[src/rtl/envelope_gen.sv]
// envelope_gen: ADSR amplitude envelope placed after the wave generator.
//
// A 16-bit level accumulator is driven through attack/decay/sustain/release
// phases by a level-sensitive gate. The upper byte of the level is the envelope,
// and the incoming sample is scaled by it (one cycle of latency).
//
// Optional feature: define ENVGEN_PRESCALE_EN to add a free-running
// PRESCALE_BITS-bit counter; level updates then happen only when the counter is
// all-ones. Without the macro every cycle is an update cycle.
//
// Ports:
//   clk           system clock, rising edge
//   rst_n         asynchronous active-low reset
//   gate          note on (1) / off (0), level-sensitive
//   attack_rate   added to level per update in attack
//   decay_rate    subtracted from level per update in decay
//   sustain_level sustain target (upper byte of level)
//   release_rate  subtracted from level per update in release
//   waveform      unsigned input sample
//   envelope      level[15:8]
//   audio         (waveform * envelope) >> 8, registered
//   state         0 idle, 1 attack, 2 decay, 3 sustain, 4 release
//   active        state != idle
module envelope_gen #(
    parameter int unsigned PRESCALE_BITS = 8
) (
    input  logic       clk,
    input  logic       rst_n,
    input  logic       gate,
    input  logic [7:0] attack_rate,
    input  logic [7:0] decay_rate,
    input  logic [7:0] sustain_level,
    input  logic [7:0] release_rate,
    input  logic [7:0] waveform,
    output logic [7:0] envelope,
    output logic [7:0] audio,
    output logic [2:0] state,
    output logic       active
);

    typedef enum logic [2:0] {
        StIdle    = 3'd0,
        StAttack  = 3'd1,
        StDecay   = 3'd2,
        StSustain = 3'd3,
        StRelease = 3'd4
    } state_e;

    state_e      state_q, state_d;
    logic [15:0] level_q, level_d;
    logic [7:0]  audio_q;
    logic        update;

`ifdef ENVGEN_PRESCALE_EN
    localparam logic [PRESCALE_BITS-1:0] PreOne = PRESCALE_BITS'(1);

    logic [PRESCALE_BITS-1:0] pre_q;

    always_ff @(posedge clk or negedge rst_n) begin
        if (!rst_n) begin
            pre_q <= '0;
        end else begin
            pre_q <= pre_q + PreOne;
        end
    end

    assign update = &pre_q;
`else
    logic unused_prescale_bits;
    assign unused_prescale_bits = ^PRESCALE_BITS;
    assign update = 1'b1;
`endif

    // 17-bit arithmetic so carry/borrow expose saturation and underflow.
    logic [16:0] attack_sum;
    logic [16:0] decay_diff;
    logic [15:0] sustain_floor;
    logic        attack_full;
    logic        decay_hits;
    logic        release_hits;

    assign attack_sum    = {1'b0, level_q} + {9'b0, attack_rate};
    assign decay_diff    = {1'b0, level_q} - {9'b0, decay_rate};
    assign sustain_floor = {sustain_level, 8'h00};
    assign attack_full   = (attack_sum >= 17'h0FFFF);
    assign decay_hits    = decay_diff[16] || (decay_diff[15:0] <= sustain_floor);
    assign release_hits  = (level_q <= {8'h00, release_rate});

    // Gate transitions take priority and freeze the level for that cycle.
    always_comb begin
        state_d = state_q;
        level_d = level_q;
        case (state_q)
            StIdle: begin
                if (gate) begin
                    state_d = StAttack;
                end
            end
            StAttack: begin
                if (!gate) begin
                    state_d = StRelease;
                end else if (update) begin
                    if (attack_full) begin
                        level_d = 16'hFFFF;
                        state_d = StDecay;
                    end else begin
                        level_d = attack_sum[15:0];
                    end
                end
            end
            StDecay: begin
                if (!gate) begin
                    state_d = StRelease;
                end else if (update) begin
                    if (decay_hits) begin
                        level_d = sustain_floor;
                        state_d = StSustain;
                    end else begin
                        level_d = decay_diff[15:0];
                    end
                end
            end
            StSustain: begin
                if (!gate) begin
                    state_d = StRelease;
                end else if (update) begin
                    level_d = sustain_floor;
                end
            end
            StRelease: begin
                if (gate) begin
                    state_d = StAttack;
                end else if (update) begin
                    if (release_hits) begin
                        level_d = 16'h0000;
                        state_d = StIdle;
                    end else begin
                        level_d = level_q - {8'h00, release_rate};
                    end
                end
            end
            default: begin
                state_d = StIdle;
                level_d = 16'h0000;
            end
        endcase
    end

    logic [15:0] product;
    assign product = {8'h00, waveform} * {8'h00, level_q[15:8]};

    always_ff @(posedge clk or negedge rst_n) begin
        if (!rst_n) begin
            state_q <= StIdle;
            level_q <= 16'h0000;
            audio_q <= 8'h00;
        end else begin
            state_q <= state_d;
            level_q <= level_d;
            audio_q <= product[15:8];
        end
    end

    assign envelope = level_q[15:8];
    assign audio    = audio_q;
    assign state    = state_q;
    assign active   = (state_q != StIdle);

endmodule

[config.mk]
export PLATFORM = sky130hd
export DESIGN_NAME = envelope_gen
export DESIGN_NICKNAME = d
export VERILOG_FILES = /design/src/rtl/envelope_gen.sv
export SDC_FILE = /design/constraint.sdc
export NUM_CORES = 1
export LEC_CHECK = 0
export ABC_AREA = 1
export CAP_MARGIN = 20
export CORE_ASPECT_RATIO = 1.5
export CORE_MARGIN = 4
export CORE_UTILIZATION = 35
export DETAILED_ROUTE_END_ITERATION = 8
export PLACE_DENSITY = 0.51
export SLEW_MARGIN = 25
export SYNTH_ARGS = -nofsm -noshare
export SYNTH_HDL_FRONTEND = slang
export SYNTH_SLANG_ARGS = --single-unit
export TNS_END_PERCENT = 100
[constraint.sdc]
create_clock -name clk -period 6.35 [get_ports clk]
set_input_delay 1.905 -clock clk [delete_from_list [all_inputs] [get_ports clk]]
set_output_delay 1.905 -clock clk [all_outputs]
set_load 0.1 [all_outputs]
==> impl_results.rst <==
.. list-table::
   :header-rows: 1

   * - Metric
     - Value
   * - Die height
     - approximately 170 um
   * - Post-CTS Setup Inserts
     - 0
   * - Initial Util
     - between 30% and 40%
   * - Antenna diodes
     - 0
   * - Cell leakage power
     - about 4.0 nW
   * - Worst Setup Slack, final
     - between 300 and 400 ps
   * - Number of DRC violations after detailed routing
     - 0
   * - Worst Hold Class
     - flop to flop
   * - Worst-skew pair later-pin latency
     - 270 ps
   * - Number of violations of the max-capacitance limit
     - 0
   * - H-tree Lvls
     - 1
   * - Required time of the worst setup path
     - about 6600 ps
   * - Flip-flop and latch area
     - slightly below 700 sq um
   * - Share of the clock period used by the worst path after layout
     - between 90% and 100%
   * - Number of routed nets with antenna violations
     - 0
   * - Xor/xnor cell area share of the yosys netlist
     - under 10%
   * - Post-layout utilization of the core
     - ~41%
   * - Antenna violations before repair
     - 0
   * - Number of top-level design ports
     - between 60 and 70
   * - Global-route congestion overflow total
     - 0
   * - Result of the run
     - complete, no violations
   * - Die area
     - ~0.019 sq mm
   * - Post-synthesis mux area share
     - 0%
   * - Crit path buffers/inverters
     - 4
   * - Critical Path Max Stage Delay
     - 540 ps
   * - Clock period minus worst slack
     - between 5000 and 6000 ps
   * - Highest-count cells in the layout ignoring fill and taps
     - nand2_1 (297), inv_1 (190), nand3_1 (71)
   * - Most used cell along the critical path
     - fa_1
   * - Count of endpoints failing setup in the final report
     - 0
   * - Peak fanout along the critical path
     - 3
   * - Slew Limit Fails
     - 0
   * - Simple-gate area share of the yosys netlist
     - roughly 34%
   * - Clock skew
     - approximately 3.4 ps
   * - Arr. time, crit path
     - 6170 ps
   * - HPWL reported at the end of detailed placement
     - between 15000 and 20000 um
   * - Critical path startpoint category
     - input pin
   * - Largest voltage drop on the vdd net
     - between 0.0003 and 0.0004 V
   * - Synth unique cells
     - 44
   * - Least-Margin Pin Slew
     - just under 1000 ps
   * - Via count of the first global-routing pass
     - between 5000 and 6000
   * - Overall routing resource usage
     - 19.64%
   * - Ratio of cells with drive above 1 in the final layout
     - roughly 4.2%
   * - Count of endpoints failing hold in the final timing report
     - 0
   * - Multi-input gate area
     - approximately 0.0042 sq mm
   * - Number of enable flip-flop cells after synthesis
     - 0
   * - Synthesis-to-layout area growth
     - 15.52%
   * - Crit path cell chain
     - clkdlybuf4s50_1 > nand2_1 > fa_1 > fa_1 > inv_1 > fa_1 > inv_1 > fa_1 > inv_1 > ha_1 > a21oi_1 > o21ai_0 > a21o_1 > a21o_1 > nand3_1 > nand2_1 > a21oi_1 > xor2_1
   * - CTS Hold Buffers Added
     - 0
   * - Timing-limited maximum frequency
     - 167.3 MHz
   * - Synthesized area divided by synthesized cell count
     - just over 6 sq um
   * - Nets
     - around 1100
   * - Post-synth net total
     - 1086
   * - Final estimated routing congestion in global placement
     - 0.9141
   * - DR vias/cell
     - 4.840
   * - Synthesized instance count
     - 940
   * - First-pass GRT wire length
     - about 30000 um
   * - Synth Flop Type
     - dfrtp_1
   * - Cell family contributing the most delay on the critical path
     - adder cells
   * - Sum of negative setup slack
     - 0 ps
   * - Kind of critical path
     - input pin to flop
   * - Normalized max-slew margin
     - roughly 35%
   * - Power per Cell Area
     - approximately 360 mW/mm^2
   * - Die span in x
     - between 100 and 150 um
   * - Number of fillers in the final layout
     - around 1800
   * - Rows
     - 57
   * - Dominant combinational cell family by area after synthesis
     - simple AND/OR/NAND/NOR gates
   * - Number of iterations in the first detailed-routing pass
     - 4
   * - Detailed-route via count
     - around 5800
   * - Avg WL per Cell
     - roughly 15 um
   * - Synthesis warning total
     - 0
   * - Initial DRC Count
     - 257
   * - Number of buffers on the longest clock path
     - 2
   * - Worst setup slack before clock tree synthesis
     - just over 60 ps
   * - Maximum number of pins on one net before global-route repair
     - 28
   * - Sequential share of the synthesized area
     - about 12%
   * - Async set-or-reset flop fraction in the synthesized netlist
     - 100.0%
   * - Capturing element type of the critical path
     - flop
   * - Cell with the largest stage delay on the worst path
     - fa_1
   * - Most common cell after layout, fill and taps aside
     - nand2_1
   * - Compound-Gate Fraction of Synth Area
     - under 10%
   * - Core footprint
     - between 0.015 and 0.02 sq mm
   * - # port buffers
     - slightly above 60
   * - Clock root buffer
     - clkbuf_16
   * - Final wirelength
     - roughly 18000 um
   * - Clock tree from TritonCTS
     - yes
   * - CTS buffer count
     - 3
   * - Number of register bits inferred by synthesis
     - 27
   * - # resized after CTS
     - 0
   * - Setup repair after global routing missed its margin
     - false
   * - Adder-cell share of the synthesized area
     - a little over a quarter
   * - # clock sinks
     - 27
   * - Clock input transition at the sequential cells of the worst setup and hold paths
     - around 70 ps
   * - Summed instance area of the synthesized netlist
     - about 0.0058 sq mm
==> cell usage after synthesis, types with 2 or more instances <==
library cell	n	area (sq um)
nand2_1	297	1115
inv_1	190	713.2
nand3_1	71	355.3
nor2_1	67	251.5
ha_1	65	813.3
a21oi_1	38	190.2
fa_1	38	760.7
dfrtp_1	27	675.7
xor2_1	21	183.9
o21ai_0	20	100.1
buf_4	13	97.59
clkbuf_1	10	37.54
nor3_1	10	50.05
buf_2	8	40.04
nand4_1	8	50.05
a21o_1	5	37.54
nand3b_1	5	37.54
clkbuf_2	4	20.02
nand3_2	4	40.04
a22oi_1	3	22.52
inv_2	3	11.26
nor2_2	3	18.77
o21ai_1	3	15.01
and2_1	2	12.51
and3_1	2	12.51
buf_1	2	7.510
o21bai_1	2	15.01
o22ai_1	2	12.51
or2_1	2	12.51
==> state kept, by name (all words and copies together) (netlist names) <==
register and flops:
level_q 16, state 3, audio 8
==> worst min-delay path, stage by stage, from the launching register on <==
cell	delay (ps)
dfrtp_1	430
nand2_1	70
nand2_1	50
==> cells by family (layout without fill, tap and decap cells) <==
family / after synthesis / count (layout)
AO/OA/AOI/OAI: 80 / 80
XOR/XNOR: 22 / 22
AND/OR/NAND/NOR: 477 / 477
flip-flops: 27 / 27
buffers and inverters: 231 / 280
adder cells (fa/ha/maj): 103 / 103
==> through the flow <==
| stage | instance area [sq um] | std cells | power, W | hold slack, ps |
|---|---|---|---|---|
| final | 6741 | 1195 | 0.002411 | 582.8 |
| after global routing | 6741 | 1195 | 0.002698 | 632.5 |
| after CTS | 6736 | 1195 | 0.002439 | 572.9 |
| after detailed placement | 6658 | 1191 | 0.002271 | 555.7 |
| after global placement | 6658 | 1191 | 0.002280 | 550.1 |
| after floorplan | 5836 | 940 | 0.001783 | 502.9 |
==> final timing paths <==
kind | start | slack [ps] | endpoint | depth (start not counted)
setup / recovery | waveform[0] | 370 | audio[7] | 18
hold / removal | state[0] | 580 | state[0] | 2
setup reg to reg | level_q[12] | 1900 | audio[7] | 17
hold reg to reg | state[0] | 580 | state[0] | 2
max in group asynchronous | rst_n | 4020 | audio[7] | 2
min in group asynchronous | rst_n | 2030 | level_q[2] | 2
==> power by group <==
| group | internal (W) | switching, W | total [W] |
|---|---|---|---|
| clock network | 0.0000863 | 0.0000640 | 0.000150 |
| registers | 0.000225 | 0.0000817 | 0.000307 |
| logic | 0.000628 | 0.00133 | 0.00195 |
| total | 0.000940 | 0.00147 | 0.00241 |
==> final cells by class <==
type | count | area share [%]
Sequential cell | 27 | 10.02
Clock buffer | 4 | 1.169
Tap cell | 206 | 3.823
Timing Repair Buffer | 83 | 11.54
Inverter | 193 | 10.75
Multi-Input combinational cell | 682 | 62.69
==> metal layers <==
metal  part of all wire, %  global-route usage (%)
met1                    37                   20.69
met2                    57                   39.71
met3                   2.2                   1.385
met4                   3.4                   6.590
met5                     0                       0
(Power assumes the default switching activity.)
